==> src/rtl/calendar_scan_if.sv <==
// Bus between the calendar core and the display scan stage: BCD value, strobes,
// and the multiplexed segment/enable lines for both seven-segment banks.
interface calendar_scan_if;
  logic [31:0] data;
  logic [7:0]  dp;
  logic [7:0]  blink_mask;
  logic        lzs;
  logic        load;
  logic [7:0]  a_to_g_left;
  logic [7:0]  a_to_g_right;
  logic [3:0]  leftseg;
  logic [3:0]  rightseg;

  modport master (
    output data, dp, blink_mask, lzs, load,
    input  a_to_g_left, a_to_g_right, leftseg, rightseg
  );

  modport slave (
    input  data, dp, blink_mask, lzs, load,
    output a_to_g_left, a_to_g_right, leftseg, rightseg
  );
endinterface

==> src/rtl/calendar_scan.sv <==
// Time-multiplexes eight double-buffered BCD digits onto two 4-digit seven-segment
// banks, with per-bank leading-zero suppression, per-digit blink and decimal points.
module calendar_scan #(
  parameter int SCAN_DIV     = 100000,
  parameter int BLINK_FRAMES = 125
) (
  input logic             clk,
  input logic             reset,
  calendar_scan_if.slave  bus
);

  localparam int CntW   = (SCAN_DIV > 1) ? $clog2(SCAN_DIV) : 1;
  localparam int BlinkW = (BLINK_FRAMES > 1) ? $clog2(BLINK_FRAMES) : 1;
  localparam logic [CntW-1:0]   ScanLast  = CntW'(SCAN_DIV - 1);
  localparam logic [BlinkW-1:0] BlinkLast = BlinkW'(BLINK_FRAMES - 1);

  logic [CntW-1:0]   presc_q, presc_d;
  logic [1:0]        idx_q, idx_d;
  logic [31:0]       pendData_q, pendData_d, dispData_q, dispData_d;
  logic [7:0]        pendDp_q, pendDp_d, dispDp_q, dispDp_d;
  logic [7:0]        pendBlink_q, pendBlink_d, dispBlink_q, dispBlink_d;
  logic [BlinkW-1:0] blinkCnt_q, blinkCnt_d;
  logic              blinkPhase_q, blinkPhase_d;
  logic [7:0]        segLeft_q, segLeft_d, segRight_q, segRight_d;
  logic [3:0]        enLeft_q, enLeft_d, enRight_q, enRight_d;

  logic       tick, frameEdge;
  logic [1:0] bankPos;
  logic [3:0] digLeft, digRight, lzLeft, lzRight;
  logic       blankLeft, blankRight;

  // Segment order a..g; any non-BCD code shows a dash.
  function automatic logic [6:0] decode(input logic [3:0] code);
    case (code)
      4'd0:    decode = 7'b1111110;
      4'd1:    decode = 7'b0110000;
      4'd2:    decode = 7'b1101101;
      4'd3:    decode = 7'b1111001;
      4'd4:    decode = 7'b0110011;
      4'd5:    decode = 7'b1011011;
      4'd6:    decode = 7'b1011111;
      4'd7:    decode = 7'b1110000;
      4'd8:    decode = 7'b1111111;
      4'd9:    decode = 7'b1111011;
      default: decode = 7'b0000001;
    endcase
  endfunction

  // Bit p set when bank position p and everything above it is zero; position 0 always shows.
  function automatic logic [3:0] leadZeros(input logic [15:0] bank);
    logic [3:0] lz;
    lz[3] = (bank[15:12] == 4'd0);
    lz[2] = lz[3] && (bank[11:8] == 4'd0);
    lz[1] = lz[2] && (bank[7:4] == 4'd0);
    lz[0] = 1'b0;
    return lz;
  endfunction

  always_comb begin
    tick      = (presc_q == ScanLast);
    frameEdge = tick && (idx_q == 2'd3);
    bankPos   = 2'd3 - idx_q;

    presc_d = tick ? '0 : presc_q + 1'b1;
    idx_d   = tick ? idx_q + 2'd1 : idx_q;

    pendData_d  = bus.load ? bus.data       : pendData_q;
    pendDp_d    = bus.load ? bus.dp         : pendDp_q;
    pendBlink_d = bus.load ? bus.blink_mask : pendBlink_q;

    // Display copies the pending value as it stood before this edge, so a
    // coincident load only appears from the following frame.
    dispData_d  = frameEdge ? pendData_q  : dispData_q;
    dispDp_d    = frameEdge ? pendDp_q    : dispDp_q;
    dispBlink_d = frameEdge ? pendBlink_q : dispBlink_q;

    blinkCnt_d   = blinkCnt_q;
    blinkPhase_d = blinkPhase_q;
    if (frameEdge) begin
      if (blinkCnt_q == BlinkLast) begin
        blinkCnt_d   = '0;
        blinkPhase_d = ~blinkPhase_q;
      end else begin
        blinkCnt_d = blinkCnt_q + 1'b1;
      end
    end

    digLeft  = dispData_q[{1'b1, bankPos, 2'b00} +: 4];
    digRight = dispData_q[{1'b0, bankPos, 2'b00} +: 4];
    lzLeft   = leadZeros(dispData_q[31:16]);
    lzRight  = leadZeros(dispData_q[15:0]);

    blankLeft  = (blinkPhase_q && dispBlink_q[{1'b1, bankPos}]) || (bus.lzs && lzLeft[bankPos]);
    blankRight = (blinkPhase_q && dispBlink_q[{1'b0, bankPos}]) || (bus.lzs && lzRight[bankPos]);

    segLeft_d  = blankLeft  ? 8'h00 : {decode(digLeft),  dispDp_q[{1'b1, bankPos}]};
    segRight_d = blankRight ? 8'h00 : {decode(digRight), dispDp_q[{1'b0, bankPos}]};
    enLeft_d   = 4'b0001 << bankPos;
    enRight_d  = 4'b0001 << bankPos;
  end

  always_ff @(posedge clk or negedge reset) begin
    if (!reset) begin
      presc_q      <= '0;
      idx_q        <= '0;
      pendData_q   <= '0;
      pendDp_q     <= '0;
      pendBlink_q  <= '0;
      dispData_q   <= '0;
      dispDp_q     <= '0;
      dispBlink_q  <= '0;
      blinkCnt_q   <= '0;
      blinkPhase_q <= 1'b0;
      segLeft_q    <= '0;
      segRight_q   <= '0;
      enLeft_q     <= '0;
      enRight_q    <= '0;
    end else begin
      presc_q      <= presc_d;
      idx_q        <= idx_d;
      pendData_q   <= pendData_d;
      pendDp_q     <= pendDp_d;
      pendBlink_q  <= pendBlink_d;
      dispData_q   <= dispData_d;
      dispDp_q     <= dispDp_d;
      dispBlink_q  <= dispBlink_d;
      blinkCnt_q   <= blinkCnt_d;
      blinkPhase_q <= blinkPhase_d;
      segLeft_q    <= segLeft_d;
      segRight_q   <= segRight_d;
      enLeft_q     <= enLeft_d;
      enRight_q    <= enRight_d;
    end
  end

  assign bus.a_to_g_left  = segLeft_q;
  assign bus.a_to_g_right = segRight_q;
  assign bus.leftseg      = enLeft_q;
  assign bus.rightseg     = enRight_q;

endmodule
==> src/flat_wrapper.sv <==
// flat-port wrapper written by rule: the top's interface ports become plain ports
module calendar_scan_flat 
#(
  parameter int SCAN_DIV     = 100000,
  parameter int BLINK_FRAMES = 125
)
  (clk, reset, bus_data, bus_dp, bus_blink_mask, bus_lzs, bus_load, bus_a_to_g_left, bus_a_to_g_right, bus_leftseg, bus_rightseg);
  calendar_scan_if bus_i ();
  input logic clk;
  input logic reset;
  input wire logic [$bits(bus_i.data)-1:0] bus_data;
  input wire logic [$bits(bus_i.dp)-1:0] bus_dp;
  input wire logic [$bits(bus_i.blink_mask)-1:0] bus_blink_mask;
  input wire logic [$bits(bus_i.lzs)-1:0] bus_lzs;
  input wire logic [$bits(bus_i.load)-1:0] bus_load;
  output wire logic [$bits(bus_i.a_to_g_left)-1:0] bus_a_to_g_left;
  output wire logic [$bits(bus_i.a_to_g_right)-1:0] bus_a_to_g_right;
  output wire logic [$bits(bus_i.leftseg)-1:0] bus_leftseg;
  output wire logic [$bits(bus_i.rightseg)-1:0] bus_rightseg;
  assign bus_i.data = bus_data;
  assign bus_i.dp = bus_dp;
  assign bus_i.blink_mask = bus_blink_mask;
  assign bus_i.lzs = bus_lzs;
  assign bus_i.load = bus_load;
  assign bus_a_to_g_left = bus_i.a_to_g_left;
  assign bus_a_to_g_right = bus_i.a_to_g_right;
  assign bus_leftseg = bus_i.leftseg;
  assign bus_rightseg = bus_i.rightseg;
  calendar_scan #(.SCAN_DIV(SCAN_DIV), .BLINK_FRAMES(BLINK_FRAMES)) u_core (.clk(clk), .reset(reset), .bus(bus_i));
endmodule
==> config.mk <==
export PLATFORM = sky130hd
export DESIGN_NAME = calendar_scan_flat
export DESIGN_NICKNAME = d
export VERILOG_FILES = /design/src/rtl/calendar_scan_if.sv /design/src/rtl/calendar_scan.sv /design/src/flat_wrapper.sv
export SDC_FILE = /design/constraint.sdc
export NUM_CORES = 1
export LEC_CHECK = 0
export ABC_AREA = 1
export CELL_PAD_IN_SITES_DETAIL_PLACEMENT = 1
export CELL_PAD_IN_SITES_GLOBAL_PLACEMENT = 2
export CORE_MARGIN = 2
export CORE_UTILIZATION = 36
export CTS_CLUSTER_DIAMETER = 40
export DETAILED_ROUTE_END_ITERATION = 16
export PLACE_DENSITY = 0.89
export SYNTH_ARGS = -nofsm -noshare
export SYNTH_HDL_FRONTEND = slang
export SYNTH_SLANG_ARGS = --single-unit
==> constraint.sdc <==
create_clock -name clk -period 4.08 [get_ports clk]
set_input_delay 0.408 -clock clk [delete_from_list [all_inputs] [get_ports clk]]
set_output_delay 0.408 -clock clk [all_outputs]
set_load 0.01 [all_outputs]
==> metrics.yaml, run 1 <==
status: "finished, final reports clean"
criticalPathCategory: "flip-flop to flip-flop"
tightest_slew_ns: 1.11
grt_pass1_wl_um: 26100
leakagePower_nw: 3.88
gr-total-overflow: 0
syn_area_mm2: 0.00663
antenna_found_initial: 0
synth-edff-count: 0
cts_resized: 0
cts_buffers: 17
cp-startpoint: "u_core.idx_q[0]$_DFFE_PN0N_"
synthTopCellsByCount: "nand2_1, dfrtp_1, inv_1"
drt-initial-drc-count: 226
die_x_um: 140
finalSetupTns_ns: 0
clkSinkCount: 143
numPortBuffers: 75
n_antenna_cell: 0
ys.flop_type: "dfrtp_1"
finalHoldViolCount: 0
cts_root_buf: "clkbuf_16"
arrival_ns: 2.85
ys_warn_count: 0
num-nets-final: 925
die_y_um: 140
drv_slew: 0
whs_ns: 0.0988
syn_area_per_cell_um2: 8.41
drc: 0
slew_headroom_pct: 26.0
synthArstFlopShare_pct: 100
dp_cells: 1066
final_antenna_net_count: 0
p_per_area_mw_per_mm2: 386
finalCritPeriodShare_pct: 62.2
grt_pass1_vias: 5369
grt_start_max_net_pins: 103
syn_inst: 789
synth_area_leader_cell: "dfrtp_1"
gp_congestion: 0.806
ir_drop_mv: 0.283
clockBufferDepth: 2
post_cts.repair.setup_buffers: 0
core-area_mm2: 0.0180
drive_gt1_share_pct: 6.79
insertion_delay_ns: 0.44
vias: 5111
worst_slack_ns: 1.54
total_power_mw: 3.10
yosysTopAreaCellShare_pct: 53.9
fin_cells: 1098
area_growth_pct: 20.9
grt_usage_pct: 16.9
synth_most_common_cell: "nand2_1"
cp_max_fo: 100
grt_setup_unrepaired: "no"
vias_per_cell: 4.65
seq_area_frac_synth_pct: 53.9
start_util_pct: 36.8
fin_worst_skew_ns: 0.0118
dp_hpwl_um: 10800
synth_cell_types: 32
htreeDepth: 4
cts-hold-fix-buffers: 0
fillers: 2182
post_drt_wl_per_cell_um: 14.0
cts.clk_slew.worst_paths_ns: 0.06
dr.pass1.iters: 4
synth-seq-cells: 143
rows: 49
r2r_start: "u_core.idx_q[0]$_DFFE_PN0N_"
dp_slack_ns: 1.54
fin_util_pct: 44.5
postRouteWirelength_um: 15400
start_kind: "flip-flop"
drv_cap: 0
fmax_mhz: 394
syn_nets: 858
end_kind: "flip-flop"
synthTopCellsByArea: "dfrtp_1, nand2_1, inv_1, o21ai_0, nor2_1"
io-pin-count: 76
setup_violations: 0
required_ns: 4.40
placed_cell_area_mm2: 0.00747
die_area_mm2: 0.0195
fin_area_mm2: 0.00802
period_minus_slack_ns: 2.54
cts_tree: "done"
worstHoldPathType: "input pin to asynchronous set/reset pin"
==> worst max-delay path, stage by stage, from the launching register on <==
cell	delay, ns
dfrtp_1	0.70
ha_1	0.39
nand3_4	0.80
o21ai_2	0.40
inv_1	0.06
==> report_power, final <==
group,total [mW],internal [mW],switching (mW)
Sequential,1.48,1.47,0.0137
Clock,1.44,0.813,0.632
Combinational,0.173,0.0753,0.0977
Total,3.10,2.35,0.743
==> area by class of cell <==
| type | count | area, um2 | share of cell area, % |
|---|---|---|---|
| inverters | 101 | 383 | 4.77 |
| clock inverters | 11 | 85.1 | 1.06 |
| flip-flops and latches | 143 | 3580 | 44.6 |
| multi-input cells | 514 | 2450 | 30.5 |
| repair buffers | 79 | 777 | 9.69 |
| well taps | 229 | 287 | 3.57 |
| clock buffers | 21 | 460 | 5.74 |
==> worst paths after layout <==
path,slack (ns),to,cells after the start
setup / recovery,1.54,u_core.blinkCnt_q[0]$_DFFE_PN0P_,4
hold / removal,0.1,u_core.blinkCnt_q[4]$_DFFE_PN0P_,1
setup reg to reg,1.54,u_core.blinkCnt_q[0]$_DFFE_PN0P_,4
hold reg to reg,0.47,u_core.presc_q[0]$_DFF_PN0_,1
max in group asynchronous,3.14,u_core.bus.leftseg[2]$_DFF_PN0_,2
min in group clk,0.47,u_core.presc_q[0]$_DFF_PN0_,1
==> kinds of logic after synthesis <==
kind of cell / after synthesis / synth area share (%)
AO/OA/AOI/OAI: 133 / 10.7
XOR/XNOR: 9 / 1.19
adder cells (fa/ha/maj): 17 / 3.21
buffers and inverters: 132 / 9.13
flip-flops: 143 / 53.9
AND/OR/NAND/NOR: 355 / 21.8
==> per-layer routing <==
| layer | global-route usage (%) | wire (um) |
|---|---|---|
| met1 | 21.3 | 7230 |
| met2 | 28.3 | 7460 |
| met3 | 4.27 | 457 |
| met4 | 5.79 | 250 |
| met5 | 0 | 0 |
==> cells in the final DEF, fill, tap and decap left out, types with 2 or more instances in the layout <==
master and count:
a21oi_1 7, buf_4 4, clkbuf_1 2, clkbuf_16 17, clkbuf_8 2, clkdlybuf4s50_1 73
clkinv_2 3, clkinv_4 2, clkinvlp_4 5, dfrtp_1 143, ha_1 17, inv_1 97
inv_2 2, nand2_1 216, nand2_2 5, nand3_1 34, nand3b_1 3, nand4_1 7
nor2_1 83, nor2_2 3, o21ai_0 71, o21ai_1 41, o21ai_2 8, o22ai_1 2
xnor2_1 3, xor2_1 6
==> registers in the layout, indices dropped and copies added, names as in the netlist <==
name                     cells
u_core.bus.leftseg           4
u_core.pendBlink_q           8
u_core.pendDp_q              8
u_core.dispData_q           32
u_core.bus.a_to_g_left       8
u_core.blinkPhase_q          1
u_core.pendData_q           32
u_core.blinkCnt_q            7
u_core.dispDp_q              8
u_core.presc_q              17
u_core.idx_q                 2
u_core.bus.a_to_g_right      8
u_core.dispBlink_q           8
No activity file was read; power rests on OpenSTA's default activity.
==> run 2: changes to the inputs <==
--- a/config.mk
+++ b/config.mk
@@ -9,10 +9,10 @@
 export CELL_PAD_IN_SITES_DETAIL_PLACEMENT = 1
 export CELL_PAD_IN_SITES_GLOBAL_PLACEMENT = 2
 export CORE_MARGIN = 2
-export CORE_UTILIZATION = 36
+export CORE_UTILIZATION = 31
 export CTS_CLUSTER_DIAMETER = 40
 export DETAILED_ROUTE_END_ITERATION = 16
-export PLACE_DENSITY = 0.89
+export PLACE_DENSITY = 0.82
 export SYNTH_ARGS = -nofsm -noshare
 export SYNTH_HDL_FRONTEND = slang
 export SYNTH_SLANG_ARGS = --single-unit
==> constraint.sdc (replaced) <==
create_clock -name clk -period 2.23 [get_ports clk]
set_input_delay 0.223 -clock clk [delete_from_list [all_inputs] [get_ports clk]]
set_output_delay 0.223 -clock clk [all_outputs]
set_load 0.01 [all_outputs]
==> metrics.yaml, run 2 (synthesis gave the netlist of run 1 again) <==
dp_hpwl_um: 11200  # +4.3%
setup_violations: 0  # unchanged
finalHoldViolCount: 0  # unchanged
die_y_um: 150  # +7.5%
ff2ff_setup_slack_ns: 0.27  # -1.27 ns
period_minus_slack_ns: 1.96  # -0.578 ns
insertion_delay_ns: 0.42  # -0.02 ns
rows: 53  # +8.2%
drt-initial-drc-count: 195  # -14%
htreeDepth: 4  # unchanged
drive_gt1_share_pct: 6.97  # +0.18 points
io-pin-count: 76  # unchanged
dr.pass1.iters: 4  # unchanged
die_x_um: 150  # +7.5%
grt_setup_unrepaired: "no"
post_drt_wl_per_cell_um: 13.7  # -2.0%
antenna_found_initial: 0  # unchanged
fin_util_pct: 39.1  # -5.4 points
p_per_area_mw_per_mm2: 707  # +83%
final_antenna_net_count: 0  # unchanged
gp_congestion: 0.757  # -6.1%
num-nets-final: 932  # +0.76%
slew_headroom_pct: 60.1  # +34 points
finalSetupTns_ns: 0  # unchanged
postRouteWirelength_um: 15800  # +2.7%
drv_slew: 0  # unchanged
start_util_pct: 31.6  # -5.2 points
final_cell_mix: "nand2_1, dfrtp_1, inv_1, nor2_1, clkdlybuf4s50_1"
finalCritPeriodShare_pct: 87.8  # +26 points
fin_worst_skew_ns: 0.00622  # -0.00560 ns
highest_layer: "met4"
start_kind: "flip-flop"
fmax_mhz: 511  # +30%
end_kind: "flip-flop"
core-area_mm2: 0.0210  # +17%
cp_max_fo: 24  # -76%
grt_start_max_net_pins: 71  # -31%
numPortBuffers: 75  # unchanged
n_antenna_cell: 0  # unchanged
wl_met1_um: 7860  # +8.8%
vias_per_cell: 4.46  # -4.1%
total_power_mw: 5.81  # +88%
vias: 5133  # +0.43%
dr_wl_met2_um: 7340  # -1.6%
cts_buffers: 17  # unchanged
clockBufferDepth: 2  # unchanged
cts.clk_slew.worst_paths_ns: 0.06  # about the same
gr-total-overflow: 0  # unchanged
ir_drop_mv: 0.442  # +56%
post_cts.repair.setup_buffers: 0  # unchanged
leakagePower_nw: 3.96  # +2.1%
grt_usage_pct: 15.3  # -1.6 points
drc: 0  # unchanged
area_growth_pct: 23.9
whs_ns: 0.268  # +0.169 ns
tightest_slew_ns: 0.595  # -0.515 ns
final_common_cell: "nand2_1"
die_area_mm2: 0.0226  # +16%
worstHoldPathType: "input pin to flip-flop"
dr_wl_met3_um: 395  # -14%
criticalPathCategory: "flip-flop to flip-flop"
grt_pass1_vias: 5383  # +0.26%
arrival_ns: 2.25  # -0.60 ns
cts_root_buf: "clkbuf_16"
required_ns: 2.52  # -1.88 ns
reg_top3: "u_core.dispData_q (32), u_core.pendData_q (32), u_core.presc_q (17)"
drv_cap: 0  # unchanged
cts_tree: "done"
grt_pass1_wl_um: 27100  # +4.0%
clkSinkCount: 143  # unchanged
status: "finished, final reports clean"
[run 2: cell types whose count changed in the layout (fill, tap and decap cells not counted)]
cell           delta
buf_12            +5
buf_4             +1
bufinv_16         +2
clkbuf_1          +3
clkbuf_8          +1
clkinv_2          +1
clkinv_4          -2
clkinvlp_4        -4
dlygate4sd3_1     +1
inv_6             -1
inv_8             -1
o21ai_0           -1
o21ai_1           +1
[run 2: path summary, 6_finish.rpt]
| check | start | to | cells after the start |
|---|---|---|---|
| setup / recovery | u_core.idx_q[0]$_DFFE_PN0N_ | u_core.bus.a_to_g_left[6]$_DFF_PN0_ | 10 |
| hold / removal | bus_load | u_core.pendData_q[8]$_DFFE_PN0P_ | 3 |
| setup reg to reg | u_core.idx_q[0]$_DFFE_PN0N_ | u_core.bus.a_to_g_left[6]$_DFF_PN0_ | 10 |
| hold reg to reg | u_core.dispData_q[16]$_DFFE_PN0P_ | u_core.dispData_q[16]$_DFFE_PN0P_ | 2 |
| max in group asynchronous | reset | u_core.dispData_q[7]$_DFFE_PN0P_ | 3 |
| min in group asynchronous | reset | u_core.blinkCnt_q[2]$_DFFE_PN0P_ | 2 |
[run 2: timing repair]
item,in CTS,in global routing
gates resized for setup,0,1
hold buffers,1,0
setup endpoints to repair,0,1
endpoints found under the hold margin,49,0
[run 2: per-stage QoR]
stage | instance area (um2) | setup WS, ns | std cells
6_report | 8220 | 0.272 | 1150
5_1_grt | 8220 | 0.00485 | 1150
4_1_cts | 8220 | 0.239 | 1150
3_5_place_dp | 7640 | 0.259 | 1118
3_3_place_gp | 7640 | 0.331 | 1118
2_1_floorplan | 6630 | 0.274 | 789
[run 2: worst max-delay path: stages, from the launching register on]
cell and delay (ns):
dfrtp_1 0.41, buf_4 0.30, nor2_1 0.11, nor2_1 0.11, o21ai_0 0.09, nand2_1 0.12, inv_1 0.09, ha_1 0.29
nand3_1 0.09, o21ai_0 0.18, nor2_1 0.05
[run 2: routing by layer]
| metal | up-vias | global-route usage [%] |
|---|---|---|
| met2 | 62 | 24.7 |
| met4 | 0 | 4.67 |
| li1 | 2619 | - |
| met3 | 18 | 3.39 |
| met5 | - | 0 |
| met1 | 2434 | 20.6 |
[run 2: power by group]
group	internal [mW]	switching, mW
Clock	1.72	1.05
Sequential	2.68	0.0238
Combinational	0.147	0.186
[run 2: cell type report]
cell class	count	area, um2
clock inverter	6	82.6
tap	275	344
fill	2497	12800
timing repair buffer	86	895
clock buffer	25	485
inverter	101	383
multi-input combinational	514	2450
sequential	143	3580
